===== config.mk =====
export PLATFORM = sky130hd
export DESIGN_NAME = buzzer_decoder
export DESIGN_NICKNAME = d
export VERILOG_FILES = /design/src/rtl/buzzer_decoder.sv
export SDC_FILE = /design/constraint.sdc
export NUM_CORES = 1
export LEC_CHECK = 0
export ABC_AREA = 1
export ABC_CLOCK_PERIOD_IN_PS = 2830
export CAP_MARGIN = 20
export CORE_UTILIZATION = 47
export DETAILED_ROUTE_END_ITERATION = 6
export PLACE_DENSITY = 0.64
export RECOVER_POWER = 50
export SLEW_MARGIN = 20
export SYNTH_ARGS = -nofsm -noshare
export SYNTH_HDL_FRONTEND = slang
export SYNTH_SLANG_ARGS = --single-unit

===== constraint.sdc =====
create_clock -name clk -period 2.83 [get_ports clk]
set_input_delay 0.283 -clock clk [delete_from_list [all_inputs] [get_ports clk]]
set_output_delay 0.283 -clock clk [all_outputs]
set_load 0.005 [all_outputs]

===== src/rtl/buzzer_decoder.sv =====
// Recovers buzzer on/off state and a 3-bit tone code from the raw buzzer square wave,
// measuring half-periods in 32768 Hz ticks and locking after two matching half-periods.
module buzzer_decoder #(
    parameter int unsigned TIMEOUT_TICKS = 15
) (
    input  logic       clk,
    input  logic       reset,
    input  logic       clk_en,
    input  logic       buzzer_in,
    output logic       tone_active,
    output logic [2:0] tone_frequency,
    output logic       tone_update
);

    localparam logic [1:0] S_IDLE    = 2'd0;
    localparam logic [1:0] S_MEASURE = 2'd1;
    localparam logic [1:0] S_LOCKED  = 2'd2;

    localparam logic [7:0] TIMEOUT_LAST = 8'(TIMEOUT_TICKS - 1);

    logic [1:0] state;
    logic       sample;
    logic [7:0] cnt;
    logic       cand_valid;
    logic [2:0] cand;

    logic       edge_tick;
    logic [8:0] half;
    logic       h_valid;
    logic [2:0] h_code;

    // NOTE: every always_comb output gets a default first so no latch is inferred.
    always_comb begin
        edge_tick = clk_en && (buzzer_in != sample);
        half      = {1'b0, cnt} + 9'd1;
        h_valid   = 1'b1;
        h_code    = 3'd0;
        case (half)
            9'd4:    h_code = 3'd0;
            9'd5:    h_code = 3'd1;
            9'd6:    h_code = 3'd2;
            9'd7:    h_code = 3'd3;
            9'd8:    h_code = 3'd4;
            9'd10:   h_code = 3'd5;
            9'd12:   h_code = 3'd6;
            9'd14:   h_code = 3'd7;
            default: h_valid = 1'b0;
        endcase
    end

    // NOTE: all state uses non-blocking assignments so every register samples pre-edge values.
    always_ff @(posedge clk or negedge reset) begin
        if (!reset) begin
            state          <= S_IDLE;
            sample         <= 1'b0;
            cnt            <= 8'd0;
            cand_valid     <= 1'b0;
            cand           <= 3'd0;
            tone_frequency <= 3'd0;
            tone_update    <= 1'b0;
        end else begin
            tone_update <= 1'b0;
            if (clk_en) begin
                sample <= buzzer_in;
                if (edge_tick)
                    cnt <= 8'd0;
                else if (cnt != 8'hFF)
                    cnt <= cnt + 8'd1;

                case (state)
                    S_IDLE: begin
                        if (edge_tick) begin
                            state      <= S_MEASURE;
                            cand_valid <= 1'b0;
                        end
                    end
                    S_MEASURE: begin
                        if (edge_tick) begin
                            if (h_valid && cand_valid && h_code == cand) begin
                                state          <= S_LOCKED;
                                tone_frequency <= h_code;
                                tone_update    <= 1'b1;
                            end else if (h_valid) begin
                                cand       <= h_code;
                                cand_valid <= 1'b1;
                            end else begin
                                cand_valid <= 1'b0;
                            end
                        end else if (cnt == TIMEOUT_LAST) begin
                            state <= S_IDLE;
                        end
                    end
                    S_LOCKED: begin
                        // A matching half-period keeps the lock silently.
                        if (edge_tick) begin
                            if (!(h_valid && h_code == tone_frequency)) begin
                                state      <= S_MEASURE;
                                cand       <= h_code;
                                cand_valid <= h_valid;
                            end
                        end else if (cnt == TIMEOUT_LAST) begin
                            state <= S_IDLE;
                        end
                    end
                    default: state <= S_IDLE;
                endcase
            end
        end
    end

    assign tone_active = (state == S_LOCKED);

endmodule


; ---- Word-level counts from Yosys, hierarchy flattened
; Index checks and enable logic that the tools add are counted.
[word_totals]
ramBits = 0
output_inout_bits = 5
mem_count = 0
romBits = 0
in_bits = 4
reg_bits = 19
word_cells = 74
latchBits = 0
[op_classes]
add_sub_neg = 2
n_lt_le_gt_ge = 0
bitwise_logic = 0
n_eq_ne = 23
muxes = 28
div = 0
n_mul = 0
reduce_logical = 14
n_shift = 0
[ops]
columns = op, count
row1 = $eq A9 B3 Y1 const B, 4
row2 = $eq A9 B4 Y1 const B, 4
row3 = $pmux W3 S7, 1
row4 = $mux W8, 2
row5 = $mux W3, 5
row6 = $reduce_and A7 Y1, 2
row7 = $mux W2, 6
row8 = $mux W1, 11
row9 = $ne A2 B2 Y1 const B, 5
row10 = $add A8 B1 Y9 const B, 1
row11 = $add A8 B1 Y8 const B, 1
row12 = $eq A8 B4 Y1 const B, 1
row13 = $ne A8 B8 Y1 const B, 1
row14 = $reduce_and A4 Y1, 2
row15 = $reduce_or A8 Y1, 1
row16 = $eq A3 B3 Y1, 2
row17 = $ne A3 B3 Y1 const B, 2
row18 = $pmux W2 S3, 1
row19 = $pmux W3 S2, 1
row20 = $logic_and A1 B1 Y1, 4
row21 = $reduce_bool A2 Y1, 2
row22 = $pmux W1 S3, 1
row23 = $reduce_bool A3 Y1, 1
row24 = $eq A2 B1 Y1 const B, 1
row25 = other kinds (5), 5

; ---- Longest topological paths before layout
; Gate-level depths: netlist of run 1.
[logic_depth]
depth_word = 10
depth_mapped = 17
depth_no_buf = 17

; ---- Worst setup path after synthesis of run 1
; OpenSTA, ideal clock, no wires.
[synth_path]
kind = reg-to-reg
startpoint = register cnt[1]
endpoint = register tone_frequency[2]
t_arrival_ns = 1.952
slack_ns = 0.755
required_time_ns = 2.707
path_buffers = 0
stages_incl_launch_ff = 17
setup_ns = 0.123
synth_period_minus_slack_ns = 2.075
cell_sequence = dfrtp_1 > ha_1 > nand2_2 > nor2_2 > nand2_1 > nand2_1 > nand3_2 > nor2_8 > nand2_2 > nand2_1 > nand2_1 > nor2_2 > nand3_2 > clkinv_2 > nand2_2 > nand2_1 > o21ai_1
[synth_between]
elab_chain_cells = 7
elab_cells_between_ends = 16
cone_classes = 1 x add/sub / 9 x eq/ne / 2 x mux / 4 x reduce/logical
[synth_rtl]
columns = item, line_no
row1 = start: declaration, 23  ; logic [7:0] cnt;
row2 = start signal: assignment, 68  ; cnt <= cnt + 8'd1;
row3 = $add A8 B1 Y9 (*), 35  ; half = {1'b0, cnt} + 9'd1;
row4 = branches (longest 6 deep; another with $eq A9 B4 Y1), n/a
row5 = end signal: assignment, 81  ; tone_frequency <= h_code;
row6 = end: declaration, 11  ; output logic [2:0] tone_frequency,
; Mark *: on every way between the ends.
; A chain may end at the register's enable or synchronous reset.

; ---- Worst setup path after layout of run 1
[layout_path]
startpoint = register cnt[1]
endpoint = register state[0]
[layout_between]
elab_chain_cells = 8
elab_cells_between_ends = 25
cone_classes = 1 x add/sub / 13 x eq/ne / 6 x mux / 5 x reduce/logical
[layout_rtl]
columns = item, line_no
row1 = branches (longest 8 deep; another with $add A8 B1 Y9), n/a
row2 = end signal: assignment, 73  ; state <= S_MEASURE;
row3 = end signal: assignment, 80  ; state <= S_LOCKED;
row4 = end signal: assignment, 90  ; state <= S_IDLE;
row5 = end: declaration, 21  ; logic [1:0] state;
; Several ways; the timed one is not identified.

==> flow_summary_export.csv, run 1 <==
group,metric,value,unit
cells_and_area,area_growth,9.441,%
hold_path,hold_path_depth,2,
global_route,grt_util_met3,0.05844,
power_and_ir_drop,vdd_drop_max,0.3375,mV
logic_synthesis,syn-instance-count,239,
cts,cts_buffers,3,
placed_design,port_buffers,8,
sta,tightestPinTransition,0.8857,ns
logic_synthesis,syn_area,0.001590,sq mm
logic_synthesis,synthTopCellsByArea,"dfrtp_1 30%, nand2_1 15%, nand3_1 8.8%, ha_1 7.9%, inv_1 6.8%",
sta,max-slew-margin-rel,0.4076,
cells_and_area,antenna_cells,0,
setup_path,endpoint_kind,"flop",
power_and_ir_drop,p_leak,0.8791,nW
setup_path,cpMaxStageDelayCell,"dfrtp_1",
setup_path,cp_max_fo,9,
setup_path,worstPathCellList,"ha_1 > nand2_2 > nor2_2 > nand2_1 > o21ai_1 > nor2_1 > nand3_1 > nand2_1 > nand3_1 > nor2_1 > nand2_1 > nand2_1 > nand3_1 > nand2_1 > nand2_1",
detailed_routing,ant_nets,0,
cts,cts_sinks,19,
cts,post_cts_resized,0,
hold_path,min_path_type,"reg2reg",
setup_path,r2r_start,"cnt[1]$_DFFE_PN0P_",
setup_path,critical_path_required,3.03,ns
setup_path,start_kind,"flop",
setup_path,worst-r2r-setup-slack,0.37,ns
floorplan,dieArea,0.003620,sq mm
detailed_routing,first_pass_iters,4,
logic_synthesis,yosysTopAreaCell,"dfrtp_1",
floorplan,start_util,0.5084,
setup_path,r2r_end,"state[0]$_DFFE_PN0P_",
detailed_routing,wl_per_cell,11.97,microns
sta,setup_tns,0,ns
global_route,grt_usage,0.2197,
sta,drv_slew,0,
floorplan,core,0.003128,sq mm
power_and_ir_drop,cellPowerDensity,638.2,mW/mm^2
logic_synthesis,synth_top_area_frac,0.2990,
global_route,first_global_vias,1334,
setup_path,critPathArrivalTime,2.66,ns
hold_path,hold_end,"sample$_DFFE_PN0P_",
global_route,grt_pass1_wl,5.920,mm
floorplan,die-width,60.17,microns
cts,cts.hold.buffers_added,0,
logic_synthesis,seq_area_frac_synth,0.2990,
setup_path,crit_path_frequent_cell,"nand2_1",
setup_path,crit_type,"reg2reg",
detailed_routing,vias,1512,
cts,cts-htree-levels,1,
logic_synthesis,yosysWarningCount,0,
sta,fmax,406.2,MHz
detailed_routing,drt_first_iter_violations,72,
logic_synthesis,syn_nets,253,
logic_synthesis,synthDistinctLibCells,27,
cells_and_area,drive_gt1_frac,0.1044,
sta,fin_worst_skew,0.006807,ns
sta,hold_viol,0,
logic_synthesis,syn_avg_cell_area,6.654,sq um
global_route,grt_max_degree,20,
sta,setup_viol,0,
status,status,"complete, no violations",
sta,fin_ws,0.3679,ns
cts,cts_tree,"yes",
cts,cts.clk_slew.worst_paths,0.11,ns
detailed_routing,avgViaCountPerCell,5.160,
global_route,antenna_found_initial,0,
floorplan,io_pins,9,
sta,rsz0062_at_grt,"no",
cells_and_area,nNetsFinal,264,
placed_design,place_congestion,0.9002,
global_route,use_met1,0.3206,
logic_synthesis,synth_seq_cells,19,
floorplan,die_y,60.17,microns
sta,min_period,2.462,ns
global_route,met2_usage,0.3203,
sta,period_share,0.8700,
setup_path,reg2reg_depth,15,
placed_design,place_ws,0.4311,ns
floorplan,placementRows,20,
cts,root_buffer,"clkbuf_4",
setup_path,max_stage_delay,0.50,ns
global_route,busiest_layer,"met1",
placed_design,dp_hpwl,2.735,mm
hold_path,hp-start,"sample$_DFFE_PN0P_",
cts,clock_path_buffers,2,
global_route,grt_overflow_total,0,
cts,post-cts-setup-buffer-count,0,
flow_run,drv_cap,0,
cts,insertion_delay,0.30,ns
detailed_routing,wl,3.506,mm
detailed_routing,drc,0,
layout make-up:
cell class | count | area, sq um
clock buffer | 4 | 26.28
timing repair buffer | 8 | 80.08
sequential | 19 | 475.5
tap | 44 | 55.05
multi-input combinational | 186 | 982.2
fill | 304 | 1388
inverter | 32 | 121.4
through the flow:
step | area, sq um | power, mW | cells | hold slack, ns | utilization
after floorplan | 1590 | 0.8434 | 239 | -0.01259 | -
after global placement | 1714 | 0.9772 | 289 | 0.4712 | 0.5480
after detailed placement | 1714 | 0.9713 | 289 | 0.4767 | 0.5480
after CTS | 1740 | 1.120 | 293 | 0.4986 | 0.5564
after global routing | 1740 | 1.230 | 293 | 0.5354 | 0.5564
final | 1740 | 1.111 | 293 | 0.5013 | 0.5564
cells in the mapped netlist (all sizes together):
| library cell | instances |
|---|---|
| nor2 | 31 |
| o21ai | 16 |
| nand2 | 73 |
| o21bai | 1 |
| nor3 | 2 |
| o211ai | 1 |
| nand3b | 2 |
| nand3 | 31 |
| or2 | 1 |
| a21oi | 8 |
| buf | 1 |
| dfrtp | 19 |
| o32ai | 1 |
| nand4 | 9 |
| clkinv | 1 |
| clkbuf | 1 |
| inv | 31 |
| ha | 10 |
power breakdown:
group	switching (mW)	internal, mW
sequential	0.0705	0.325
combinational	0.366	0.211
clock	0.0835	0.0549
total	0.520	0.591
sequential cells by signal, indices dropped and copies added, names as in the netlist:
name	cells
state	2
cnt	8
sample	1
tone_frequency	3
cand_valid	1
tone_update	1
cand	3
worst max-delay path: cells and delay by family (launching register included):
kind                     cells  cell delay (ns)
AND/OR/NAND/NOR             13             1.45
adder cells (fa/ha/maj)      1             0.28
flip-flops                   1             0.50
AO/OA/AOI/OAI                1             0.12
worst max-delay path by stage:
stage                                    endpoint  slack, ns  cells past startpoint               start
floorplan           tone_frequency[2]$_DFFE_PN0P_       0.75                     16  cnt[1]$_DFFE_PN0P_
global placement             state[1]$_DFFE_PN0P_       0.45                     15  cnt[1]$_DFFE_PN0P_
detailed placement           state[0]$_DFFE_PN0P_       0.43                     15  cnt[1]$_DFFE_PN0P_
CTS                 tone_frequency[1]$_DFFE_PN0P_       0.39                     15  cnt[1]$_DFFE_PN0P_
global route        tone_frequency[1]$_DFFE_PN0P_        0.1                     15  cnt[1]$_DFFE_PN0P_
finish                       state[0]$_DFFE_PN0P_       0.37                     15  cnt[1]$_DFFE_PN0P_
cells in the final DEF, fill, tap and decap left out:
master            n
o21bai_1          1
clkinv_2          1
a21oi_1           8
inv_1            29
o21ai_0          11
inv_2             2
o21ai_1           4
nor2_8            1
o211ai_1          1
nand3_1          28
ha_1             10
dlygate4sd3_1     3
nor3_1            2
nand4_1           9
dfrtp_1          19
o32ai_1           1
nand2_4           1
nor2_2            5
nor2_4            1
nand3_2           3
nor2_1           24
nand3b_1          2
clkbuf_1          1
o21ai_2           1
clkbuf_4          3
or2_2             1
nand2_1          65
clkdlybuf4s50_1   5
nand2_2           7
per-layer routing:
metal,share of wire,vias up
met2,0.43,39
met5,0,-
met4,0.0054,0
met3,0.048,2
met1,0.52,676
li1,-,795
cell families after synthesis:
logic type / count (synthesis) / synth area share
and+or+nand+nor: 149 / 0.4461
buffers and inverters: 34 / 0.08339
AOI/OAI and AO/OA: 27 / 0.09285
DFF: 19 / 0.2990
adders and majority gates: 10 / 0.07868
Note: power is estimated with default switching activity, not from simulation.
==> inputs of run 2 (changes only) <==
- SKIP_CTS_REPAIR_TIMING: unset -> 1
==> results of run 2 <==
Same layout as run 1: the final DEF is identical, and so are final timing and power.
